`src/rtl/if_id_queue.sv`:
```
// IF->ID decoupling queue: DEPTH-entry FIFO of {inst, pc} pairs with flush and global stall.
// Latency: one cycle from push to out_valid; no same-cycle bypass; 1/cycle streaming throughput.
// Backpressure: in_ready drops when full, stalled (rdy=0) or flushing; head holds until out_ready.
module if_id_queue #(
  parameter int INST_W = 32,
  parameter int PC_W   = 32,
  parameter int DEPTH  = 4,
  parameter int PTR_W  = 2
) (
  input  logic              clk,
  input  logic              rst,
  input  logic              rdy,
  input  logic              in_valid,
  input  logic [INST_W-1:0] in_inst,
  input  logic [PC_W-1:0]   in_pc,
  output logic              in_ready,
  output logic              out_valid,
  output logic [INST_W-1:0] out_inst,
  output logic [PC_W-1:0]   out_pc,
  input  logic              out_ready,
  input  logic              flush,
  output logic [PTR_W:0]    count
);

  // Occupancy value meaning "every slot holds an entry".
  localparam logic [PTR_W:0] FULL_CNT = (PTR_W+1)'(DEPTH);

  typedef struct packed {
    logic [INST_W-1:0] inst;
    logic [PC_W-1:0]   pc;
  } entry_t;

  entry_t           mem_q [DEPTH];
  logic [PTR_W-1:0] wr_ptr_q, wr_ptr_d;
  logic [PTR_W-1:0] rd_ptr_q, rd_ptr_d;
  logic [PTR_W:0]   cnt_q, cnt_d;

  logic not_empty;
  logic not_full;
  logic push;
  logic pop;
  entry_t head;

  assign not_empty = (cnt_q != '0);
  assign not_full  = (cnt_q != FULL_CNT);

  // A full queue refuses pushes even when the head is popped this cycle,
  // which keeps in_ready independent of out_ready (no comb path ID->IF).
  assign in_ready  = rdy && !flush && not_full;
  assign out_valid = rdy && not_empty;

  // in_ready and out_valid are already rdy-gated, so a stall blocks both.
  assign push = in_valid && in_ready;
  assign pop  = out_valid && out_ready && !flush;

  // Head data is forced to zero when empty so ID never sees stale entries.
  assign head     = mem_q[rd_ptr_q];
  assign out_inst = not_empty ? head.inst : '0;
  assign out_pc   = not_empty ? head.pc   : '0;
  assign count    = cnt_q;

  // Next-state for pointers and occupancy: stall, then flush, then push/pop.
  always_comb begin
    wr_ptr_d = wr_ptr_q;
    rd_ptr_d = rd_ptr_q;
    cnt_d    = cnt_q;
    if (!rdy) begin
      // Frozen: everything holds.
    end else if (flush) begin
      wr_ptr_d = '0;
      rd_ptr_d = '0;
      cnt_d    = '0;
    end else begin
      if (push) begin
        wr_ptr_d = wr_ptr_q + 1'b1;
      end
      if (pop) begin
        rd_ptr_d = rd_ptr_q + 1'b1;
      end
      if (push && !pop) begin
        cnt_d = cnt_q + 1'b1;
      end else if (pop && !push) begin
        cnt_d = cnt_q - 1'b1;
      end
    end
  end

  // Control state register; reset clears occupancy without waiting for a clock.
  always_ff @(posedge clk or negedge rst) begin
    if (!rst) begin
      wr_ptr_q <= '0;
      rd_ptr_q <= '0;
      cnt_q    <= '0;
    end else begin
      wr_ptr_q <= wr_ptr_d;
      rd_ptr_q <= rd_ptr_d;
      cnt_q    <= cnt_d;
    end
  end

  // Storage write; contents are don't-care after reset since cnt gates visibility.
  // push already excludes stall and flush cycles.
  always_ff @(posedge clk) begin
    if (push) begin
      mem_q[wr_ptr_q] <= '{inst: in_inst, pc: in_pc};
    end
  end

endmodule

```
`config.mk`:
```
export PLATFORM = sky130hd
export DESIGN_NAME = if_id_queue
export DESIGN_NICKNAME = d
export VERILOG_FILES = /design/src/rtl/if_id_queue.sv
export SDC_FILE = /design/constraint.sdc
export NUM_CORES = 1
export LEC_CHECK = 0
export BUFFER_PORTS_ARGS = -buffer_cell sky130_fd_sc_hd__buf_4
export CAP_MARGIN = 5
export CORE_ASPECT_RATIO = 1.5
export CORE_MARGIN = 1.5
export CORE_UTILIZATION = 52
export CTS_CLUSTER_DIAMETER = 80
export DETAILED_ROUTE_END_ITERATION = 6
export PLACE_DENSITY = 0.8
export SLEW_MARGIN = 20
export SYNTH_ARGS = -nofsm -noshare
export SYNTH_HDL_FRONTEND = slang
export SYNTH_SLANG_ARGS = --single-unit
```
`constraint.sdc`:
```
create_clock -name clk -period 2.4 [get_ports clk]
set_input_delay 0.48 -clock clk [delete_from_list [all_inputs] [get_ports clk]]
set_output_delay 0.48 -clock clk [all_outputs]
set_load 0.005 [all_outputs]
```
; ---- Yosys cells after proc, flatten, opt, wreduce, memory -nomap -nowiden
; Memory sizes are Yosys's and may differ from the RTL's.
; Cells that the tools add are included.
[word_totals]
register_bits = 7
latch_bits = 0
ramBits = 256
mem_bits_ro = 0
elab_cells = 38
mem_count = 1
[mem_list]
columns = name, words, width, read_ports, rd_ports_with_merged_regs, wr, line
row1 = mem_q, 4, 64, 1, 0, 1, 33  ; entry_t mem_q [DEPTH];
[classes]
n_addsub = 4
n_mul = 0
div = 0
n_lt_le_gt_ge = 0
eq_ne = 1
shift = 0
muxes = 11
n_bitwise = 0
n_reduce_logical = 18
[ops]
columns = op, count
row1 = 2-to-1 mux 32 bit, 2
row2 = 2-to-1 mux 3 bit, 3
row3 = logical AND 1 bit, 8
row4 = 2-to-1 mux 2 bit, 4
row5 = AND reduction 2 bit, 3
row6 = nonzero test 3 bit, 2
row7 = adder 2 x 1 -> 2 bit (second input constant), 2
row8 = nonzero test 2 bit, 2
row9 = adder 3 x 1 -> 3 bit (second input constant), 1
row10 = zero test 1 bit, 3
row11 = inequality test 3 bit (second input constant), 1
row12 = subtractor 3 x 1 -> 3 bit (second input constant), 1
row13 = 2-to-1 mux 1 bit, 2

; ---- Longest topological paths before layout
[depth]
word_depth = 9
depth_mapped = 7
mapped_depth_nobuf = 7

; ---- Worst setup path after synthesis
; No wires, ideal clock.
[synth_timing]
path_type = input to register
from = input flush
to = memory mem_q[0][0] (netlist bit), enable pin
setup_time_ns = 0.429
t_arrival_ns = 2.342
required_time_ns = 1.971
slack_ns = -0.371
path_stages = 2
cell_sequence = and3b_1 > and3_1
[synth_between]
elab_chain_len = 6
[synth_rtl]
columns = element, line
row1 = "start, declared", 21  ; input logic flush,
row2 = zero test 1 bit, 49  ; assign in_ready = rdy && !flush && not_full;
row3 = logical AND 1 bit (2 in series), 49
row4 = logical AND 1 bit, 53  ; assign push = in_valid && in_ready;
row5 = 2-to-1 mux 1 bit, 104  ; if (push) begin
row6 = 2-to-1 mux 1 bit (not written as such), 105  ; mem_q[wr_ptr_q] <= '{inst: in_inst, pc: in_pc};
row7 = "end, declared", 33
; No other way between the ends.

; ---- Worst setup path after layout
[layout_timing]
from = register rd_ptr_q[0]
to = output out_pc[11]
[layout_between]
elab_chain_len = 2
[layout_rtl]
columns = element, line
row1 = "start, declared", 35  ; logic [PTR_W-1:0] rd_ptr_q, rd_ptr_d;
row2 = "start signal, assigned", 96  ; rd_ptr_q <= rd_ptr_d;
row3 = memory read (4 x 64 bit), --
row4 = 2-to-1 mux 32 bit, 59  ; assign out_pc = not_empty ? head.pc : '0;
row5 = "end, declared", 19  ; output logic [PC_W-1:0] out_pc,
; No other way between the ends.

==> results.txt <==
I/O pins -> 139
Synth unique cells -> 36
Synth Warn # -> 0
Crit path from -> rd_ptr_q[0]
Slew headroom -> 60.4%
FILL cells -> 1210
Antenna violations before repair -> 0
Sequential area share after synthesis -> 77.1%
Row Count -> 62
Detailed-route DRC error count -> 0
Fin nets -> 712
Cell Chain, Critical Path -> buf_12, clkbuf_16, mux4_2, nor2b_4, buf_6
Core area -> 19200 um^2
Sink Count -> 263
Failing checks -> setup timing
Post-route ant nets -> 0
HP Class -> in2reg
Worst-path fanout max -> 8
Clock buffer depth -> 3
Max-cap violations -> 0
CTS buffer count -> 24
Run status -> finished with violations
Min cycle time layout -> 2.56 ns
Vias per inst -> 5.59
Syn_nets -> 539
CTS tree -> yes
Setup Skew -> 0.00491 ns
HP Start -> in_inst[1]
CP Data Arrival Time -> 2.08 ns
Reg2reg start -> count[0]
Worst Slack Setup Final -> -0.155 ns
Via count -> 5093
Placed Cells -> 850
Mean routed wirelength per cell -> 22.9 um
N_diodes -> 0
CP max stage cell -> mux4_2
Startpoint types -> flop
Final cell count without fillers -> 911
Fraction of layout cells with a size suffix above 1 -> 46.4%
Gr usage total -> 20.3%
Most frequent cells in the layout -> 256 x edfxtp_1, 123 x buf_4, 64 x mux4_2
Core Util, Final -> 68.2%
Worst setup path class -> reg2out
GP Congestion -> 0.798
Initial Util -> 53.2%
Crit end category -> output port
Die H -> 174 um
Power after layout -> 14.1 mW
VDD IR max -> 0.000730 V
Required time of the critical path -> 1.92 ns
CTS HTree Levels -> 1
Die ar. -> 20500 um^2
Vias in the first global route -> 5611
CP peak stage delay -> 0.49 ns
PD cells -> 1080 nW/um^2
FFs w/ async S/R, synth -> 2.66%
Root Driver -> clkbuf_16
Cells taking the most area after synthesis -> edfxtp_1 75%, mux4_2 14%, nor2b_1 4.0%
Chip width -> 117 um
IO Port Bufs -> 138
Slew @ Worst Pin -> 0.585 ns
Hpwl dp -> 11000 um
Number of detailed-routing iterations run before antenna repair -> 5
Slew Limit Fails -> 0
Final setup violation count -> 65
Most common cell after layout, fill and taps aside -> edfxtp_1
Synth top area share -> 75.4%
Final wirelength -> 20800 um
EDFF count, synth -> 256
Iteration-0 DRC Markers -> 263
Synth Register Bits -> 263
Largest net degree at the start of global routing -> 65
First-pass GRT wire length -> 31600 um
Clk slew on worst S/H paths -> 0.06 ns
RSZ-0062 raised after global routing -> yes
Grt ovf -> 0
Final period utilization -> 106%
Final Hold Viols -> 0
Fmax -> 0.391 GHz
Cell taking the most area after synthesis -> edfxtp_1
Final hold slack -> 0.171 ns
Synthesized area -> 10200 um^2
Static Leak -> 4.55 nW
Main synth FF type -> edfxtp_1
Clk_lat worst skew -> 0.50 ns
CP top delay family -> multiplexers
Syn avg cell area -> 22.0 um^2
Synthesized instance count -> 464
Dpl ws -> 0.111 ns
Buf/Inv on CP -> 3
Layout area overhead -> 28.2%
[kinds of logic (layout without fill, tap and decap cells)]
logic type | count (synthesis) | in the layout | synth area share [%]
flip-flops | 263 | 263 | 77.1
AND/OR/NAND/NOR | 87 | 87 | 5.39
multiplexers | 67 | 67 | 14.5
buffers and inverters | 30 | 221 | 1.30
AO/OA/AOI/OAI | 11 | 11 | 0.859
adder cells (fa/ha/maj) | 5 | 5 | 0.687
XOR/XNOR | 1 | 1 | 0.0859
[power by group]
group          internal (mW)  switching, mW
Sequential              5.25          0.118
Combinational           2.99           2.10
Clock                   2.08           1.53
Total                   10.3           3.75
[per-stage QoR]
step                cell area (um^2)  TNS, ns
floorplan                      10200        0
global placement               11700        0
detailed placement             11700        0
CTS                            12700    -9.89
global route                   13100   -12.72
finish                         13100    -8.24
[state kept, by name, summed over array words and instances, names as in the netlist]
register	count
mem_q	256
rd_ptr_q	2
wr_ptr_q	2
count	3
[worst paths after layout]
path | slack [ns] | cells after the start | endpoint
worst max-delay path | -0.16 | 5 | out_pc[11]
worst min-delay path | 0.17 | 1 | mem_q[2][33]
worst max register to register | 0.15 | 7 | count[2]
worst min register to register | 0.63 | 2 | wr_ptr_q[1]
max in group asynchronous | 1.91 | 2 | rd_ptr_q[0]
min in group asynchronous | 0.34 | 2 | rd_ptr_q[1]
[synthesized netlist by cell type (2+ instances only)]
master,number
nor2_1,3
edfxtp_1,256
and3_1,4
a21oi_1,2
mux4_2,64
dfrtp_1,7
inv_1,7
o31a_1,2
nor2b_1,65
nand2_1,3
mux2_4,2
nor3_1,2
buf_2,4
buf_1,4
ha_1,4
clkbuf_1,11
o21ai_0,2
buf_4,4
[metal layers]
metal  GRT usage, %  wire length (um)
met3           3.31              1010
met2           35.4             11100
met4           10.2               765
met1           24.8              7950
met5              0                 0
[layout make-up]
type | instances | area, um^2 | share of cell area (%)
clock inverter | 2 | 10.0 | 0.0766
inverter | 7 | 26.3 | 0.201
clock buffer | 42 | 739 | 5.66
tap | 256 | 320 | 2.45
sequential | 263 | 7870 | 60.2
multi-input combinational | 171 | 2400 | 18.4
timing repair buffer | 170 | 1700 | 13.0
[repair_timing]
action	in CTS	in global routing
setup buffers	8	0
setup endpoints to repair	65	65
hold buffers	1	0
cloned	3	5
resized for setup	4	66
endpoints found under the hold margin	7	0
(Power assumes the default switching activity.)
